**src/rtl/fp_mul_pkg.sv**
```systemverilog
// Shared types and constants for the floating-point multiply requester.
package fp_mul_pkg;

  typedef enum logic [1:0] {
    IDLE  = 2'd0,
    ISSUE = 2'd1,
    WAIT  = 2'd2,
    SERV  = 2'd3
  } req_state_t;

  localparam logic [31:0] FP_QNAN = 32'h7FC0_0000;

  typedef struct packed {
    logic [31:0] op1;
    logic [31:0] op2;
  } fp_pair_t;

endpackage

```
**src/rtl/fp_pair_fifo.sv**
```systemverilog
// Operand-pair queue: DEPTH entries of fp_pair_t with wrapping pointers.
// Latency: a push is visible at the head one cycle later; the head is read combinationally.
// Backpressure: the caller must not push when full or pop when empty.
module fp_pair_fifo
  import fp_mul_pkg::*;
#(
  parameter int DEPTH = 4
) (
  input  logic                       clk,
  input  logic                       n_rst,
  input  logic                       push,
  input  logic                       pop,
  input  fp_pair_t                   wr_data,
  output fp_pair_t                   rd_data,
  output logic                       full,
  output logic                       empty,
  output logic [$clog2(DEPTH+1)-1:0] count
);

  localparam int PW = $clog2(DEPTH);
  localparam int CW = $clog2(DEPTH + 1);

  logic [PW-1:0] wr_ptr;
  logic [PW-1:0] rd_ptr;
  fp_pair_t      mem [DEPTH];

  always_ff @(posedge clk or negedge n_rst) begin
    if (!n_rst) begin
      wr_ptr <= '0;
      rd_ptr <= '0;
      count  <= '0;
    end else begin
      if (push) wr_ptr <= wr_ptr + 1'b1;
      if (pop)  rd_ptr <= rd_ptr + 1'b1;
      case ({push, pop})
        2'b10:   count <= count + 1'b1;
        2'b01:   count <= count - 1'b1;
        default: count <= count;
      endcase
    end
  end

  // Storage needs no reset: entries are only read once count says they are valid.
  always_ff @(posedge clk) begin
    if (push) mem[wr_ptr] <= wr_data;
  end

  assign rd_data = mem[rd_ptr];
  assign full    = (count == CW'(DEPTH));
  assign empty   = (count == '0);

endmodule

```
**src/rtl/fp_mul_requester.sv**
```systemverilog
// Queues operand pairs, issues them one at a time to the multiplier and returns each product.
// Latency: accept-to-issue 1 cycle; result registered 1 cycle after mul_done (or timeout).
// Backpressure: in_ready low when queue full; a busy output slot holds the FSM in WAIT.
module fp_mul_requester
  import fp_mul_pkg::*;
#(
  parameter int DEPTH   = 4,
  parameter int TIMEOUT = 64
) (
  input  logic                       clk,
  input  logic                       n_rst,
  input  logic                       in_valid,
  output logic                       in_ready,
  input  logic [31:0]                in_op1,
  input  logic [31:0]                in_op2,
  output logic                       out_valid,
  input  logic                       out_ready,
  output logic [31:0]                out_result,
  output logic                       out_timeout,
  output logic [$clog2(DEPTH+1)-1:0] pending,
  output logic                       mul_start,
  output logic [31:0]                mul_op1,
  output logic [31:0]                mul_op2,
  input  logic                       mul_busy,
  input  logic                       mul_done,
  input  logic [31:0]                mul_result,
  output logic                       mul_serv
);

  localparam int            TW     = $clog2(TIMEOUT);
  localparam logic [TW-1:0] T_LAST = TW'(TIMEOUT - 1);

  req_state_t    state;
  req_state_t    state_nxt;
  logic [TW-1:0] tmo_cnt;

  fp_pair_t wr_pair;
  fp_pair_t head;
  logic     q_full;
  logic     q_empty;
  logic     push;
  logic     pop;

  logic slot_free;
  logic can_issue;
  logic cap_done;
  logic cap_tmo;
  logic capture;
  logic load_ops;

  assign wr_pair  = '{op1: in_op1, op2: in_op2};
  assign in_ready = !q_full;
  assign push     = in_valid && !q_full;
  assign pop      = (state == ISSUE);

  fp_pair_fifo #(
    .DEPTH (DEPTH)
  ) u_fifo (
    .clk     (clk),
    .n_rst   (n_rst),
    .push    (push),
    .pop     (pop),
    .wr_data (wr_pair),
    .rd_data (head),
    .full    (q_full),
    .empty   (q_empty),
    .count   (pending)
  );

  assign slot_free = !out_valid || out_ready;
  assign can_issue = !q_empty && !mul_busy;
  assign cap_done  = (state == WAIT) && mul_done && slot_free;
  assign cap_tmo   = (state == WAIT) && !mul_done && (tmo_cnt == T_LAST) && slot_free;
  assign capture   = cap_done || cap_tmo;
  assign load_ops  = (state_nxt == ISSUE) && (state != ISSUE);

  always_ff @(posedge clk or negedge n_rst) begin
    if (!n_rst) begin
      state <= IDLE;
    end else begin
      state <= state_nxt;
    end
  end

  always_comb begin
    state_nxt = state;
    case (state)
      IDLE:    if (can_issue) state_nxt = ISSUE;
      ISSUE:   state_nxt = WAIT;
      WAIT:    if (capture) state_nxt = SERV;
      SERV:    state_nxt = can_issue ? ISSUE : IDLE;
      default: state_nxt = IDLE;
    endcase
  end

  always_comb begin
    mul_start = (state == ISSUE);
    mul_serv  = (state == SERV);
  end

  // Operands stay stable from issue until the next pair is loaded.
  always_ff @(posedge clk or negedge n_rst) begin
    if (!n_rst) begin
      mul_op1 <= '0;
      mul_op2 <= '0;
    end else if (load_ops) begin
      mul_op1 <= head.op1;
      mul_op2 <= head.op2;
    end
  end

  // Counter saturates at T_LAST so a blocked timeout waits for the slot without wrapping.
  always_ff @(posedge clk or negedge n_rst) begin
    if (!n_rst) begin
      tmo_cnt <= '0;
    end else if (state == ISSUE) begin
      tmo_cnt <= '0;
    end else if ((state == WAIT) && !mul_done && (tmo_cnt != T_LAST)) begin
      tmo_cnt <= tmo_cnt + 1'b1;
    end
  end

  always_ff @(posedge clk or negedge n_rst) begin
    if (!n_rst) begin
      out_valid   <= 1'b0;
      out_result  <= '0;
      out_timeout <= 1'b0;
    end else if (capture) begin
      out_valid   <= 1'b1;
      out_result  <= cap_done ? mul_result : FP_QNAN;
      out_timeout <= cap_tmo;
    end else if (out_valid && out_ready) begin
      out_valid   <= 1'b0;
    end
  end

endmodule

```
**config.mk**
```make
export PLATFORM = sky130hd
export DESIGN_NAME = fp_mul_requester
export DESIGN_NICKNAME = d
export VERILOG_FILES = /design/src/rtl/fp_mul_pkg.sv /design/src/rtl/fp_pair_fifo.sv /design/src/rtl/fp_mul_requester.sv
export SDC_FILE = /design/constraint.sdc
export NUM_CORES = 1
export LEC_CHECK = 0
export CAP_MARGIN = 5
export CORE_UTILIZATION = 25
export CTS_BUF_LIST = sky130_fd_sc_hd__clkbuf_4 sky130_fd_sc_hd__clkbuf_8
export DETAILED_ROUTE_END_ITERATION = 10
export HOLD_SLACK_MARGIN = 0.03
export PLACE_DENSITY = 0.45
export SYNTH_ARGS = -nofsm -noshare
export SYNTH_HDL_FRONTEND = slang
export SYNTH_HIERARCHICAL = 1
export SYNTH_SLANG_ARGS = --single-unit
```
**constraint.sdc**
```tcl
create_clock -name clk -period 3.9 [get_ports clk]
set_input_delay 0.585 -clock clk [delete_from_list [all_inputs] [get_ports clk]]
set_output_delay 0.585 -clock clk [all_outputs]
set_load 0.05 [all_outputs]
```
==> impl_metrics.csv <==
group,metric,value,unit
detailed_routing,dr.first_iter.drc_count,339,
yosys,synthSimpleGateAreaFrac,1.53,%
yosys,synth-seq-cells,369,
detailed_routing,via_per_inst,4.22,
floorplanning,die-height,236,um
detailed_routing,drt_pass1_iterations,4,
critical_path,cp-start-kind,"flop",
critical_path,crit_family,"buffers and inverters",
yosys,synth.area.mux_share,15.8,%
critical_path,worstPathRequired,3.31,ns
final_layout,diodes,0,
floorplanning,rows,85,
critical_path,cp-end-kind,"output port",
clock_tree,numCtsBuffers,70,
clock_tree,cts_hold_buf,0,
sta,finalMaxSlewViolations,0,
final_layout,seqCellArea,0.0105,sq mm
sta,setup_viol,0,
yosys,yosysSeqAreaShare,76.6,%
yosys,synth_xor_area_share,0.511,%
global_route,grtUsageTotal,11.9,%
sta,fmax,0.326,GHz
clock_tree,post_cts_buffers,0,
yosys,synth-compound-area-share,2.74,%
clock_tree,clockRootBuffer,"clkbuf_8",
global_route,grt_antenna_before_repair,3,
clock_tree,clock_latency,0.62,ns
detailed_routing,wirelength,32400,um
global_route,grt_max_degree,97,
place,gp_congestion,0.723,
yosys,synth_edf_count,256,
final_layout,layout-drive-gt1-share,27.7,%
clock_tree,cts_resized,0,
yosys,syn_inst,642,
yosys,synthAdderAreaFrac,1.06,%
sta,period_share,78.6,%
floorplanning,die_width,236,um
critical_path,crit_buf_inv,2,
detailed_routing,wl_per_cell,19.6,um
yosys,syn_avg_cell_area,21.4,sq um
worst_hold_path,hold_path_class,"in -> async",
critical_path,critPathSlowestCell,"clkdlybuf4s50_1",
sta,layout_min_cycle_time,3.07,ns
pwr,leakage,6.38,nW
yosys,syn_area,0.0137,sq mm
run,drv_cap,0,
yosys,syn_nets,755,
sta,hold_viol,0,
clock_tree,clk_pin_slew_worst_paths,0.06,ns
critical_path,arrival,2.48,ns
final_layout,syn_to_final_growth,31.7,%
yosys,synthArstFlopShare,30.6,%
final_layout,fill_cells,5193,
global_route,first_global_vias,7682,
yosys,ys_warn_count,6,
place,io_buffers,205,
place,dp.cells,1529,
floorplanning,initial_core_util,25.4,%
pwr,ir_drop,574,uV
critical_path,crit_type,"reg -> out",
detailed_routing,drcViolationCount,0,
clock_tree,cts_sinks,369,
place,place_area,0.0166,sq mm
critical_path,path_max_fanout,11,
place,hpwlAfterDp,18900,um
critical_path,r2r_setup_slack,1.57,ns
sta,clock-skew-final,0.0268,ns
detailed_routing,ant_nets,0,
clock_tree,cts_tree,"yes",
global_route,grt_pass1_wl,49100,um
detailed_routing,routed-via-count,6990,
floorplanning,die_area,0.0558,sq mm
pwr,p_per_area,893,mW/mm^2
sta,worst_slew_margin_rel,25.5,%
critical_path,cpPeakStageDelay,0.92,ns
yosys,synth_cell_types,34,
floorplanning,ios,206,
yosys,synth_top_family_by_area,"multiplexers",
global_route,grt-ovfl-total,0,
status,status,"completed",
sta,max_slew.worst_pin.slew,1.12,ns
yosys,synth-main-ff-cell,"edfxtp_1",
clock_tree,cts.path.max_buffers,3,
critical_path,cp.depth,3,
sta,rsz0062_at_grt,"false",
critical_path,ff2ff_path_depth,6,
final_layout,multiInputGateArea,0.00298,sq mm
floorplanning,core,0.0540,sq mm
final_layout,final_nets,1018,
pwr,design_power_total,0.0161,W
final_layout,instances_no_fill,1657,
clock_tree,htree_num_levels,3,
final_layout,final_area,0.0181,sq mm
sta,tns,0,ns
critical_path,path_cells,"inv_1 > ha_1 > clkdlybuf4s50_1",
synthesized netlist by cell type, types with 3 or more instances:
cell type / n / share of area (%)
xnor2_1: 3 / 0.19
a21oi_1: 3 / 0.11
a22o_1: 23 / 1.5
nand3_1: 5 / 0.18
nor2_1: 11 / 0.30
o21ai_0: 5 / 0.18
mux4_2: 64 / 11
and3_1: 3 / 0.14
nand2_1: 8 / 0.22
mux2_2: 59 / 4.8
inv_1: 9 / 0.25
and2_1: 6 / 0.27
o22a_1: 9 / 0.57
dfrtp_1: 113 / 21
nor3_1: 5 / 0.18
buf_2: 6 / 0.22
mux2_1: 5 / 0.41
ha_1: 10 / 0.91
buf_6: 11 / 0.90
clkbuf_1: 8 / 0.22
edfxtp_1: 256 / 56
xor2_1: 5 / 0.32
per-layer routing:
layer	track usage, %	part of all wire [%]
met5	0	0.080
met4	5.08	2.2
met1	15.4	45
met2	18.4	47
met3	3.53	6.3
cell usage in the layout, fill, tap and decap left out, drive strengths merged, types with 2 or more instances in the layout:
cell	synthesis	final
xor2	5	5
a22o	23	23
and2	6	6
clkdlybuf4s50	0	204
nor2	11	11
inv	9	11
and3	3	3
o21ai	6	6
ha	10	10
mux2	64	64
nor3	5	5
mux4	64	64
dfrtp	113	113
xnor2	3	3
nor2b	2	2
clkinv	0	13
edfxtp	256	256
o22a	9	9
a31oi	2	2
buf	19	14
a21oi	3	3
clkbuf	8	112
nand3	5	5
nand2	8	8
worst reg2reg max path, cell delays in order, from the launching register on:
cell and delay, ns:
dfrtp_1 0.43, ha_1 0.42, nor2_1 0.16, o21ai_0 0.15, a211oi_4 0.23, buf_12 0.39
mux2_2 0.44
final timing paths:
path | startpoint | to
setup / recovery | state[1] | mul_start
hold / removal | n_rst | out_result[8]
setup reg to reg | state[0] | mul_op2[8]
hold reg to reg | mul_op2[4] | mul_op2[4]
max in group asynchronous | n_rst | mul_op1[30]
min in group clk | mul_op2[4] | mul_op2[4]
logic make-up after synthesis:
kind of cell	after synthesis
flops	369
mux	129
compound gates	46
simple gates	43
buf+inv	36
fa+ha+maj	11
xor+xnor	8
registers in the layout (all words and copies together) (netlist names):
register and cells:
u_fifo/mem 256, mul_op1 32, mul_op2 32, out_result 32, tmo_cnt 6, u_fifo/count 3, state 2, u_fifo/rd_ptr 2
u_fifo/wr_ptr 2, out_timeout 1, out_valid 1
power by group:
group / switching, W / internal (W) / total, W / leakage [nW]
clock network: 0.00162 / 0.00221 / 0.00383 / 0.774
logic: 0.00361 / 0.00263 / 0.00623 / 1.91
registers: 0.000700 / 0.00538 / 0.00608 / 3.70
total: 0.00593 / 0.0102 / 0.0161 / 6.38
area by class of cell:
cell class,instances,share of cell area (%)
clock buffers,112,7.52
clock inverters,16,0.450
inverters,9,0.187
multi-input cells,237,16.5
flip-flops and latches,369,58.2
well taps,696,4.82
repair buffers,218,12.3
through the flow:
| stage | util, % | hold WS (ns) | worst slack (ns) |
|---|---|---|---|
| CTS | 33.5 | 0.108 | 0.749 |
| finish | 33.5 | 0.103 | 0.833 |
| detailed placement | 30.8 | 0.479 | 1.21 |
| floorplan | - | 0.289 | 0.595 |
| global route | 33.5 | 0.156 | 0.659 |
| global placement | 30.8 | 0.472 | 1.21 |
No activity file was read; power rests on OpenSTA's default activity.
